--- config.mk ---
export PLATFORM = sky130hd
export DESIGN_NAME = tff_toggle_decoder
export DESIGN_NICKNAME = d
export VERILOG_FILES = /design/src/rtl/tff_toggle_decoder.sv
export SDC_FILE = /design/constraint.sdc
export NUM_CORES = 1
export LEC_CHECK = 0
export BUFFER_PORTS_ARGS = -buffer_cell sky130_fd_sc_hd__buf_2
export CAP_MARGIN = 20
export CORE_ASPECT_RATIO = 1.25
export CORE_MARGIN = 2
export CORE_UTILIZATION = 35
export DETAILED_ROUTE_END_ITERATION = 8
export GPL_TIMING_DRIVEN = 0
export HOLD_SLACK_MARGIN = 0.02
export MAX_ROUTING_LAYER = met4
export SLEW_MARGIN = 20
export SYNTH_ARGS = -nofsm -noshare
export SYNTH_HDL_FRONTEND = slang
export SYNTH_SLANG_ARGS = --single-unit
--- constraint.sdc ---
create_clock -name clk -period 2.55 [get_ports clk]
set_input_delay 0.1275 -clock clk [delete_from_list [all_inputs] [get_ports clk]]
set_output_delay 0.1275 -clock clk [all_outputs]
set_load 0.01 [all_outputs]
--- src/rtl/tff_toggle_decoder.sv ---
// rtl/tff_toggle_decoder.sv - recovers t pulses from a tff q level and reports toggles per window
// Optional define TFF_DEC_SYNC_EN: q_in passes a 2-flop synchroniser before decode.
module tff_toggle_decoder #(
    parameter int CNT_W  = 8,
    parameter int WINDOW = 16
) (
    input  logic             clk,
    input  logic             reset,
    input  logic             en,
    input  logic             q_in,
    output logic             t_rec,
    output logic             q_rec,
    output logic [CNT_W-1:0] count_out,
    output logic             cnt_valid,
    input  logic             cnt_ready,
    output logic             sat,
    output logic             overrun
);
    localparam int               WIN_W    = $clog2(WINDOW);
    localparam logic [CNT_W-1:0] CNT_MAX  = '1;
    localparam logic [WIN_W-1:0] WIN_LAST = WIN_W'(WINDOW - 1);

    typedef enum logic {EMPTY, FULL} state_t;

    logic             q_s;
    logic             q_prev;
    logic [CNT_W-1:0] evt_cnt;
    logic [WIN_W-1:0] win_cnt;
    logic             edge_det;
    logic             at_max;
    logic [CNT_W-1:0] evt_next;
    logic             win_end;
    state_t           state;

`ifdef TFF_DEC_SYNC_EN
    logic sync_q1;
    logic sync_q2;

    always_ff @(posedge clk) begin
        if (reset) begin
            sync_q1 <= 1'b0;
            sync_q2 <= 1'b0;
        end else begin
            sync_q1 <= q_in;
            sync_q2 <= sync_q1;
        end
    end

    assign q_s = sync_q2;
`else
    assign q_s = q_in;
`endif

    // Decode runs regardless of en so re-enabling never sees a stale level.
    always_ff @(posedge clk) begin
        if (reset) begin
            q_prev <= 1'b0;
            t_rec  <= 1'b0;
            q_rec  <= 1'b0;
        end else begin
            q_prev <= q_s;
            t_rec  <= q_s ^ q_prev;
            q_rec  <= q_s;
        end
    end

    assign edge_det = q_s ^ q_prev;
    assign at_max   = (evt_cnt == CNT_MAX);
    assign evt_next = (edge_det && !at_max) ? evt_cnt + CNT_W'(1) : evt_cnt;
    assign win_end  = en && (win_cnt == WIN_LAST);

    always_ff @(posedge clk) begin
        if (reset) begin
            evt_cnt <= '0;
            win_cnt <= '0;
            sat     <= 1'b0;
        end else if (en) begin
            if (edge_det && at_max) begin
                sat <= 1'b1;
            end
            if (win_end) begin
                win_cnt <= '0;
                evt_cnt <= '0;
            end else begin
                win_cnt <= win_cnt + WIN_W'(1);
                evt_cnt <= evt_next;
            end
        end
    end

    // evt_next already folds in this cycle's edge, so it is the window snapshot.
    always_ff @(posedge clk) begin
        if (reset) begin
            state     <= EMPTY;
            count_out <= '0;
            cnt_valid <= 1'b0;
            overrun   <= 1'b0;
        end else begin
            case (state)
                EMPTY: begin
                    if (win_end) begin
                        count_out <= evt_next;
                        cnt_valid <= 1'b1;
                        state     <= FULL;
                    end
                end
                FULL: begin
                    if (win_end) begin
                        if (cnt_ready) begin
                            count_out <= evt_next;
                        end else begin
                            overrun <= 1'b1;
                        end
                    end else if (cnt_ready) begin
                        cnt_valid <= 1'b0;
                        state     <= EMPTY;
                    end
                end
                default: begin
                    state     <= EMPTY;
                    cnt_valid <= 1'b0;
                end
            endcase
        end
    end

endmodule

==> out/results.ini, run 1 <==
[worst_hold_path]
hold_class=primary input to flop

[worst_setup_path]
cp.required_ns=2.73
critPathKind=flop to flop
crit_fanout=6
endpoint_kind=flop
startpoint_type=flop
worstPathArrival_ns=2.43

[logic_synthesis]
synth_area_leaders=dfxtp_1 41%, nand3_1 4.3%, nand2_1 4.1%
ys_seq_elements=26
yosysWarnings=0
synth_commonest_cells=26 x dfxtp_1, 14 x nand2_1, 13 x nor2_1, 11 x nand3_1, 9 x a21oi_1
synth.most_common_cell=dfxtp_1
synth-edff-count=0
synth_area_per_cell_sq_um=8.45
synth_area_sq_mm=0.00128
async_reset_ff_frac=0
syn-num-nets=161
synth_cell_types=42
ys.flop_type=dfxtp_1
synthCells=152
yosysTopAreaCellShare=0.405
yosysSeqAreaShare=0.405
synth_top_area_cell=dfxtp_1

[status]
status=complete, no violations

[power]
ir_worst_vdd_v=0.000300
power_leakage_uw=0.000581
finalPower_uw=818
power_density_mw_per_mm2=544

[global_route]
antenna_found_initial=0
grt_max_degree=16
grt_pass1_wl_um=5020
grt_pass1_vias=1073
grt_usage=0.161
overflow=0

[routing]
ant_nets=0
via_per_inst=5.57
first_pass_iters=4
vias=1191
drt_wl_total_um=3010
drt_iter0_drc=31
routedWlPerCell_um=14.0
drc=0

[floorplan]
die_h_um=71.7
start_util=0.366
core_sq_mm=0.00351
rows=24
die_w_um=58.2
ios=18
die_area_sq_mm=0.00418

[timing]
min_period_ns=2.26
max-slew-margin-rel=0.598
fin_setup_tns_ns=0
rsz0062_at_grt=no
max_freq_ghz=0.443
maxSlewViolCount=0
min_period_over_period=0.885
skew_ns=0.00177
setup_viol=0
finalHoldViolCount=0
tightest_slew_ns=0.599

[cells_and_area]
nets=185
area_growth_pct=17.1
fillCellCount=353
drive_above_1_share=0.183
fin_cells=214
diodes=0

[placement]
dp.cells=208
gp_congestion=0.869
place_hpwl_um=2160
place.port_buffers=17

[cts]
cts_made_buffers=3
insertion_delay_ns=0.27
clkTransAtPathRegs_ns=0.09
cts.htree.levels=1
cts_buffer_depth=2
cts_resized=0
cts_tree=done
cts_hold_buf=0
root_buffer=clkbuf_8
clock-sinks=26
post_cts_buffers=0

[run]
maxCapViolCount=0

==> final timing paths <==
kind	from	end	slack, ns	depth (start not counted)
max	win_cnt[0]	count_out[4]	0.29	7
min	q_in	q_prev	0.14	2
max reg2reg	win_cnt[0]	count_out[4]	0.29	7
min reg2reg	count_out[6]	count_out[6]	0.47	2
==> cell type report <==
class,instances,area (sq um),area share
Multi-Input combinational cell,113,712,0.473
Sequential cell,26,520,0.346
Timing Repair Buffer,19,100,0.0665
Tap cell,39,48.8,0.0324
Clock buffer,3,41.3,0.0274
Buffer,8,33.8,0.0224
Clock inverter,1,30.0,0.0200
Inverter,5,18.8,0.0125
==> placed cells by master, fill, tap and decap left out, types with 2 or more instances in the layout <==
cell type / count
a21oi_1: 9
a31oi_1: 7
a41oi_1: 2
and2_1: 2
and3_1: 3
buf_1: 2
buf_2: 20
buf_4: 2
clkbuf_1: 3
clkbuf_8: 3
dfxtp_1: 26
ha_1: 4
inv_1: 4
mux2i_1: 3
nand2_1: 14
nand3_1: 11
nand4_1: 4
nor2_1: 13
nor2b_1: 2
nor4_1: 4
o211ai_2: 2
o21ai_0: 6
o41ai_1: 2
or3_1: 3
xor2_1: 4
==> logic make-up (layout without fill, tap and decap cells) <==
| logic type | Yosys count | in the layout | share of synthesized area |
|---|---|---|---|
| multiplexers | 3 | 3 | 0.0234 |
| flip-flops | 26 | 26 | 0.405 |
| XOR/XNOR | 6 | 6 | 0.0467 |
| buffers and inverters | 13 | 36 | 0.0409 |
| AO/OA/AOI/OAI | 37 | 37 | 0.199 |
| adder cells (fa/ha/maj) | 4 | 4 | 0.0389 |
| AND/OR/NAND/NOR | 63 | 63 | 0.246 |
==> layer usage <==
layer  GRT usage  up-vias  share of wire
met4      0.0698        0          0.015
met2       0.266       20           0.52
met1       0.192      558           0.44
met3      0.0253        4          0.027
li1            -      609              -
met5           -        -              0
==> power by group <==
| group | internal [uW] | total, uW | leakage, uW | switching (uW) |
|---|---|---|---|---|
| Combinational | 17.7 | 54.1 | 0.000335 | 36.3 |
| Sequential | 412 | 418 | 0.000210 | 6.29 |
| Clock | 210 | 346 | 0.0000357 | 136 |
==> critical path, stage by stage (launching register included) <==
cell and delay, ns:
dfxtp_1 0.41, ha_1 0.25, nand4_1 0.21, ha_1 0.24, or2_2 0.31, or2_0 0.20
clkbuf_1 0.19, o41ai_1 0.37
==> flip-flops by register name (all words and copies together) (netlist names) <==
| name | flops |
|---|---|
| count_out | 8 |
| sat | 1 |
| overrun | 1 |
| cnt_valid | 1 |
| win_cnt | 4 |
| q_prev | 1 |
| evt_cnt | 8 |
| t_rec | 1 |
| state | 1 |
==> through the flow <==
| step | setup slack (ns) | hold slack (ns) | cell area, sq um | util |
|---|---|---|---|---|
| 4_1_cts | 0.0898 | 0.129 | 1490 | 0.424 |
| 5_1_grt | 0.127 | 0.145 | 1510 | 0.428 |
| 3_5_place_dp | 0.113 | 0.420 | 1420 | 0.404 |
| 6_report | 0.293 | 0.137 | 1510 | 0.428 |
| 2_1_floorplan | 0.501 | 0.256 | 1280 | - |
| 3_3_place_gp | 0.205 | 0.410 | 1420 | 0.404 |
Power figures use the tool's default switching activity.
==> inputs of run 2 (changes only) <==
--- a/config.mk
+++ b/config.mk
@@ -14,6 +14,7 @@
 export GPL_TIMING_DRIVEN = 0
 export HOLD_SLACK_MARGIN = 0.02
 export MAX_ROUTING_LAYER = met4
+export PLACE_DENSITY = 0.63
 export SLEW_MARGIN = 20
 export SYNTH_ARGS = -nofsm -noshare
 export SYNTH_HDL_FRONTEND = slang
==> run 2 against run 1 <==
Effect of this change: die area is the same; critical path depth grew 1; combinational power is essentially flat; routed wire length grew 0.17%; flip-flop and latch count is the same; sequential share of layout area grew 0.17 points; clock-buffer cell count is the same; hold slack gained 0.0036 ns; worst setup slack lost 0.035 ns; first-iteration DRC count grew 32%; critical path type unchanged; critical endpoint unchanged; largest cell class unchanged.
==> out/results.ini, run 2 (synthesis gave the netlist of run 1 again) <==
[routing]
first_pass_iters=4  ; unchanged
drt_wl_total_um=3010  ; about the same
via_per_inst=5.68  ; was 5.57
drc=0  ; unchanged
ant_nets=0  ; unchanged
drt_iter0_drc=41  ; was 31
vias=1210  ; was 1191
routedWlPerCell_um=14.1  ; was 14.0 um

[power]
ir_worst_vdd_v=0.000286  ; was 0.000300 V
intPower_uw=639  ; was 640 uW
power_leakage_uw=0.000577  ; was 0.000581 uW
power_density_mw_per_mm2=544  ; about the same
switching_share=0.216  ; was 0.218
switchingPower_uw=176  ; was 179 uW
combinationalPowerShare=0.066  ; about the same
p_seq_frac=0.513  ; was 0.511
p_clk_frac=0.421  ; was 0.423

[cells_and_area]
diodes=0  ; unchanged
area_growth_pct=16.6  ; was 17.1%
fin_util=0.426  ; was 0.428
final_cell_mix=26 x dfxtp_1, 20 x buf_2, 14 x nand2_1  ; unchanged
nets=184  ; was 185
reg_top3=count_out: 8 flops, evt_cnt: 8 flops, win_cnt: 4 flops  ; unchanged
drive_above_1_share=0.178  ; was 0.183
layout_commonest_cell=dfxtp_1  ; unchanged
final_area_sq_mm=0.00150  ; was 0.00151 sq mm

[cts]
insertion_delay_ns=0.27  ; about the same
cts.htree.levels=1  ; unchanged
clkTransAtPathRegs_ns=0.09  ; about the same
root_buffer=clkbuf_8  ; unchanged
cts_made_buffers=3  ; unchanged
clock-sinks=26  ; unchanged
cts_hold_buf=0  ; unchanged
cts_buffer_depth=2  ; unchanged
cts_tree=done  ; unchanged

[worst_setup_path]
critical-path-slowest-cell=dfxtp_1  ; unchanged
cp.required_ns=2.72  ; was 2.73 ns
crit_fanout=7  ; was 6
cp_top_family=simple AND/OR/NAND/NOR gates  ; unchanged
endpoint_kind=flop  ; unchanged
startpoint_type=flop  ; unchanged
cpMostUsedCell=ha_1  ; unchanged
max_stage_delay_ns=0.40  ; was 0.41 ns
worstPathArrival_ns=2.46  ; was 2.43 ns
critPathKind=flop to flop  ; unchanged
worst-path-buf-inv=2  ; was 1
cp_cell_sequence=ha_1 -> nand4_1 -> buf_4 -> ha_1 -> or2_2 -> or2_0 -> clkbuf_1 -> o41ai_1  ; was ha_1 -> nand4_1 -> ha_1 -> or2_2 -> or2_0 -> clkbuf_1 -> o41ai_1

[placement]
place.port_buffers=17  ; unchanged
gp_congestion=0.884  ; was 0.869
dpl_cell_area_sq_mm=0.00142  ; unchanged
place_hpwl_um=2240  ; was 2160 um
pre_cts_slack_ns=0.128  ; was 0.113 ns

[timing]
finalHoldViolCount=0  ; unchanged
layout_setup_ws_ns=0.258  ; was 0.293 ns
setup_viol=0  ; unchanged
fin_setup_tns_ns=0  ; unchanged
holdWs_ns=0.141  ; was 0.137 ns
maxSlewViolCount=0  ; unchanged
max_freq_ghz=0.436  ; was 0.443 GHz
max-slew-margin-rel=0.597  ; was 0.598
skew_ns=0.00394  ; was 0.00177 ns
min_period_ns=2.29  ; was 2.26 ns
rsz0062_at_grt=no  ; unchanged
tightest_slew_ns=0.601  ; was 0.599 ns
min_period_over_period=0.899  ; was 0.885

[global_route]
grt_max_degree=16  ; unchanged
grt_usage=0.163  ; was 0.161
antenna_found_initial=0  ; unchanged
grt_pass1_vias=1147  ; was 1073
grt_pass1_wl_um=5130  ; was 5020 um
overflow=0  ; unchanged

[floorplan]
core_sq_mm=0.00351  ; unchanged
rows=24  ; unchanged
start_util=0.366  ; unchanged
die_area_sq_mm=0.00418  ; unchanged
die_w_um=58.2  ; unchanged
ios=18  ; unchanged
die_h_um=71.7  ; unchanged

[run]
maxCapViolCount=0  ; unchanged

[status]
status=complete, no violations  ; unchanged

[worst_hold_path]
hold_class=primary input to flop  ; unchanged

## run 2: stage by stage
stage,cells,power (uW)
after floorplan,152,462
after global placement,208,480
after detailed placement,208,482
after CTS,212,826
after global routing,213,848
final,213,815
## run 2: path summary, 6_finish.rpt
kind                                    from            to  slack [ns]  cells after the start
worst max-delay path              win_cnt[0]  count_out[4]        0.26                      8
worst min-delay path                    q_in        q_prev        0.14                      2
worst max register to register    win_cnt[0]  count_out[4]        0.26                      8
worst min register to register  count_out[6]  count_out[6]        0.46                      2
## run 2: what timing repair did
item                                    in CTS  in global routing
resized for setup                            0                  0
endpoints found under the setup margin       0                  2
buffers inserted                             0                  1
## run 2: power by group through the flow
stage	registers, uW	logic, uW	clock network [uW]
global placement	427	53.1	0
global route	419	61.0	368
CTS	418	54.6	353
detailed placement	427	54.2	0
finish	418	53.9	344
floorplan	427	34.7	0
## run 2: routing by layer
| layer | GRT usage | vias to the layer above | part of all wire |
|---|---|---|---|
| met5 | - | - | 0 |
| met4 | 0.0594 | 0 | 0.015 |
| met3 | 0.0361 | 5 | 0.051 |
| met2 | 0.275 | 34 | 0.51 |
| met1 | 0.186 | 572 | 0.42 |
| li1 | - | 599 | - |
## run 2: area by class of cell
cell class                      count  area, sq um
Clock inverter                      1         30.0
Fill cell                         357         2020
Multi-Input combinational cell    113          712
Buffer                              8         33.8
Timing Repair Buffer               18         92.6
Sequential cell                    26          520
Clock buffer                        3         41.3
Inverter                            5         18.8
Tap cell                           39         48.8
==> inputs of run 3 (changes only) <==
--- a/config.mk
+++ b/config.mk
@@ -5,16 +5,16 @@
 export SDC_FILE = /design/constraint.sdc
 export NUM_CORES = 1
 export LEC_CHECK = 0
-export BUFFER_PORTS_ARGS = -buffer_cell sky130_fd_sc_hd__buf_2
 export CAP_MARGIN = 20
 export CORE_ASPECT_RATIO = 1.25
 export CORE_MARGIN = 2
 export CORE_UTILIZATION = 35
 export DETAILED_ROUTE_END_ITERATION = 8
+export DONT_BUFFER_PORTS = 1
 export GPL_TIMING_DRIVEN = 0
 export HOLD_SLACK_MARGIN = 0.02
 export MAX_ROUTING_LAYER = met4
-export PLACE_DENSITY = 0.63
+export PLACE_DENSITY = 0.59
 export SLEW_MARGIN = 20
 export SYNTH_ARGS = -nofsm -noshare
 export SYNTH_HDL_FRONTEND = slang
==> run 3 against run 2 <==
Effect of this change: sequential share of layout area rose by 2.1 points; via count fell by 7.4%; clock skew rose by 0.0076 ns; clock-buffer cell count rose by 1; worst setup slack got worse by 0.021 ns; flip-flop and latch count did not move; combinational power fell by 12%; first-iteration DRC count rose by 2.4%; utilization fell by 2.4 points; largest cell class unchanged.
==> out/results.ini, run 3 (synthesis gave the netlist of run 1 again) <==
[status]
status=complete, no violations  ; unchanged

[timing]
max-slew-margin-rel=0.601  ; was 0.597
min_period_over_period=0.907  ; was 0.899
tightest_slew_ns=0.595  ; was 0.601 ns
layout_setup_ws_ns=0.237  ; was 0.258 ns
fin_setup_tns_ns=0  ; unchanged
finalHoldViolCount=0  ; unchanged
setup_viol=0  ; unchanged
holdWs_ns=0.0388  ; was 0.141 ns
skew_ns=0.0115  ; was 0.00394 ns
maxSlewViolCount=0  ; unchanged
rsz0062_at_grt=no  ; unchanged
max_freq_ghz=0.432  ; was 0.436 GHz
min_period_ns=2.31  ; was 2.29 ns

[global_route]
grt_usage=0.161  ; was 0.163
grt_pass1_wl_um=5000  ; was 5130 um
overflow=0  ; unchanged
antenna_found_initial=0  ; unchanged
grt_pass1_vias=1106  ; was 1147
grt_max_degree=15  ; was 16

[worst_setup_path]
worstPathArrival_ns=2.48  ; was 2.46 ns
startpoint_type=flop  ; unchanged
rr_startpoint=win_cnt[0]  ; unchanged
crit_fanout=6  ; was 7
critPathKind=flop to flop  ; unchanged
cp.required_ns=2.72  ; about the same
cp-startpoint=win_cnt[0]  ; unchanged
endpoint_kind=flop  ; unchanged

[routing]
via_per_inst=5.66  ; was 5.68
drt_wl_total_um=2960  ; was 3010 um
drc=0  ; unchanged
first_pass_iters=4  ; unchanged
vias=1121  ; was 1210
routedWlPerCell_um=14.9  ; was 14.1 um
ant_nets=0  ; unchanged
drt_iter0_drc=42  ; was 41

[floorplan]
rows=24  ; unchanged
die_area_sq_mm=0.00418  ; unchanged
die_h_um=71.7  ; unchanged
die_w_um=58.2  ; unchanged
start_util=0.366  ; unchanged
core_sq_mm=0.00351  ; unchanged
ios=18  ; unchanged

[placement]
gp_congestion=0.877  ; was 0.884
pre_cts_slack_ns=0.163  ; was 0.128 ns
place.port_buffers=0  ; was 17
place_hpwl_um=2120  ; was 2240 um

[run]
maxCapViolCount=0  ; unchanged

[cells_and_area]
diodes=0  ; unchanged
reg_top3=count_out: 8 flops, evt_cnt: 8 flops, win_cnt: 4 flops  ; unchanged
area_growth_pct=10.0  ; was 16.6%
final_cell_mix=26 x dfxtp_1, 14 x nand2_1, 13 x nor2_1  ; was 26 x dfxtp_1, 20 x buf_2, 14 x nand2_1
layout_commonest_cell=dfxtp_1  ; unchanged
drive_above_1_share=0.0943  ; was 0.178
nets=169  ; was 184
fillCellCount=363  ; was 357

[cts]
clkTransAtPathRegs_ns=0.10  ; was 0.09 ns
cts_made_buffers=3  ; unchanged
cts_tree=done  ; unchanged
cts_buffer_depth=2  ; unchanged
cts.htree.levels=1  ; unchanged
root_buffer=clkbuf_8  ; unchanged
clock-sinks=26  ; unchanged
insertion_delay_ns=0.28  ; was 0.27 ns

[power]
power_density_mw_per_mm2=523  ; was 544 mW/mm^2
p_clk_frac=0.369  ; was 0.421
switching_share=0.235  ; was 0.216
p_seq_frac=0.567  ; was 0.513
power_leakage_uw=0.000492  ; was 0.000577 uW
intPower_uw=565  ; was 639 uW
ir_worst_vdd_v=0.000256  ; was 0.000286 V
combinationalPowerShare=0.064  ; was 0.066
switchingPower_uw=174  ; was 176 uW

[worst_hold_path]
hold_class=primary input to flop  ; unchanged
hp-start=reset  ; was q_in

## run 3: worst max-delay path: stages (launching register included)
cell	delay, ns
dfxtp_1	0.40
ha_1	0.23
nand4_1	0.25
ha_1	0.26
or2_2	0.31
or2_0	0.20
clkbuf_1	0.19
o41ai_1	0.36
## run 3: layout make-up
cell class | count | area (sq um) | share of cell area
sequential | 26 | 520 | 0.368
clock buffer | 4 | 55.1 | 0.0389
buffer | 8 | 33.8 | 0.0239
inverter | 5 | 18.8 | 0.0133
multi-input combinational | 113 | 712 | 0.504
tap | 39 | 48.8 | 0.0345
timing repair buffer | 3 | 25.0 | 0.0177
## run 3: what timing repair did
action | in CTS | in global routing
gates resized for setup | 0 | 0
endpoints found under the setup margin | 0 | 3
buffers inserted | 0 | 2
hold buffers | 1 | 0
endpoints found under the hold margin | 1 | 0
## run 3: path summary, 6_finish.rpt
| kind | cells after the start | slack [ns] | to |
|---|---|---|---|
| max | 7 | 0.24 | count_out[4] |
| max reg2reg | 7 | 0.24 | count_out[4] |
| min reg2reg | 2 | 0.51 | count_out[6] |
| min | 2 | 0.04 | evt_cnt[0] |
## run 3: metal layers
metal  track usage  up-vias  routed length, um
li1              -      573                  -
met1         0.179      520               1220
met2         0.270       24               1510
met3        0.0271        4                175
met4        0.0879        0                 49
met5             -        -                  0
## run 3: through the flow
step | instances | cell area [sq um] | total power [uW] | util
2_1_floorplan | 152 | 1280 | 462 | -
3_5_place_dp | 191 | 1330 | 475 | 0.380
5_1_grt | 198 | 1410 | 764 | 0.402
3_3_place_gp | 191 | 1330 | 474 | 0.380
4_1_cts | 196 | 1400 | 745 | 0.398
6_report | 198 | 1410 | 739 | 0.402
## run 3: power groups by stage
stage | Combinational [uW] | Sequential, uW | Clock, uW
2_1_floorplan | 34.7 | 427 | 0
3_3_place_gp | 45.7 | 428 | 0
3_5_place_dp | 46.3 | 429 | 0
4_1_cts | 48.2 | 420 | 277
5_1_grt | 53.7 | 420 | 290
6_report | 47.3 | 419 | 273
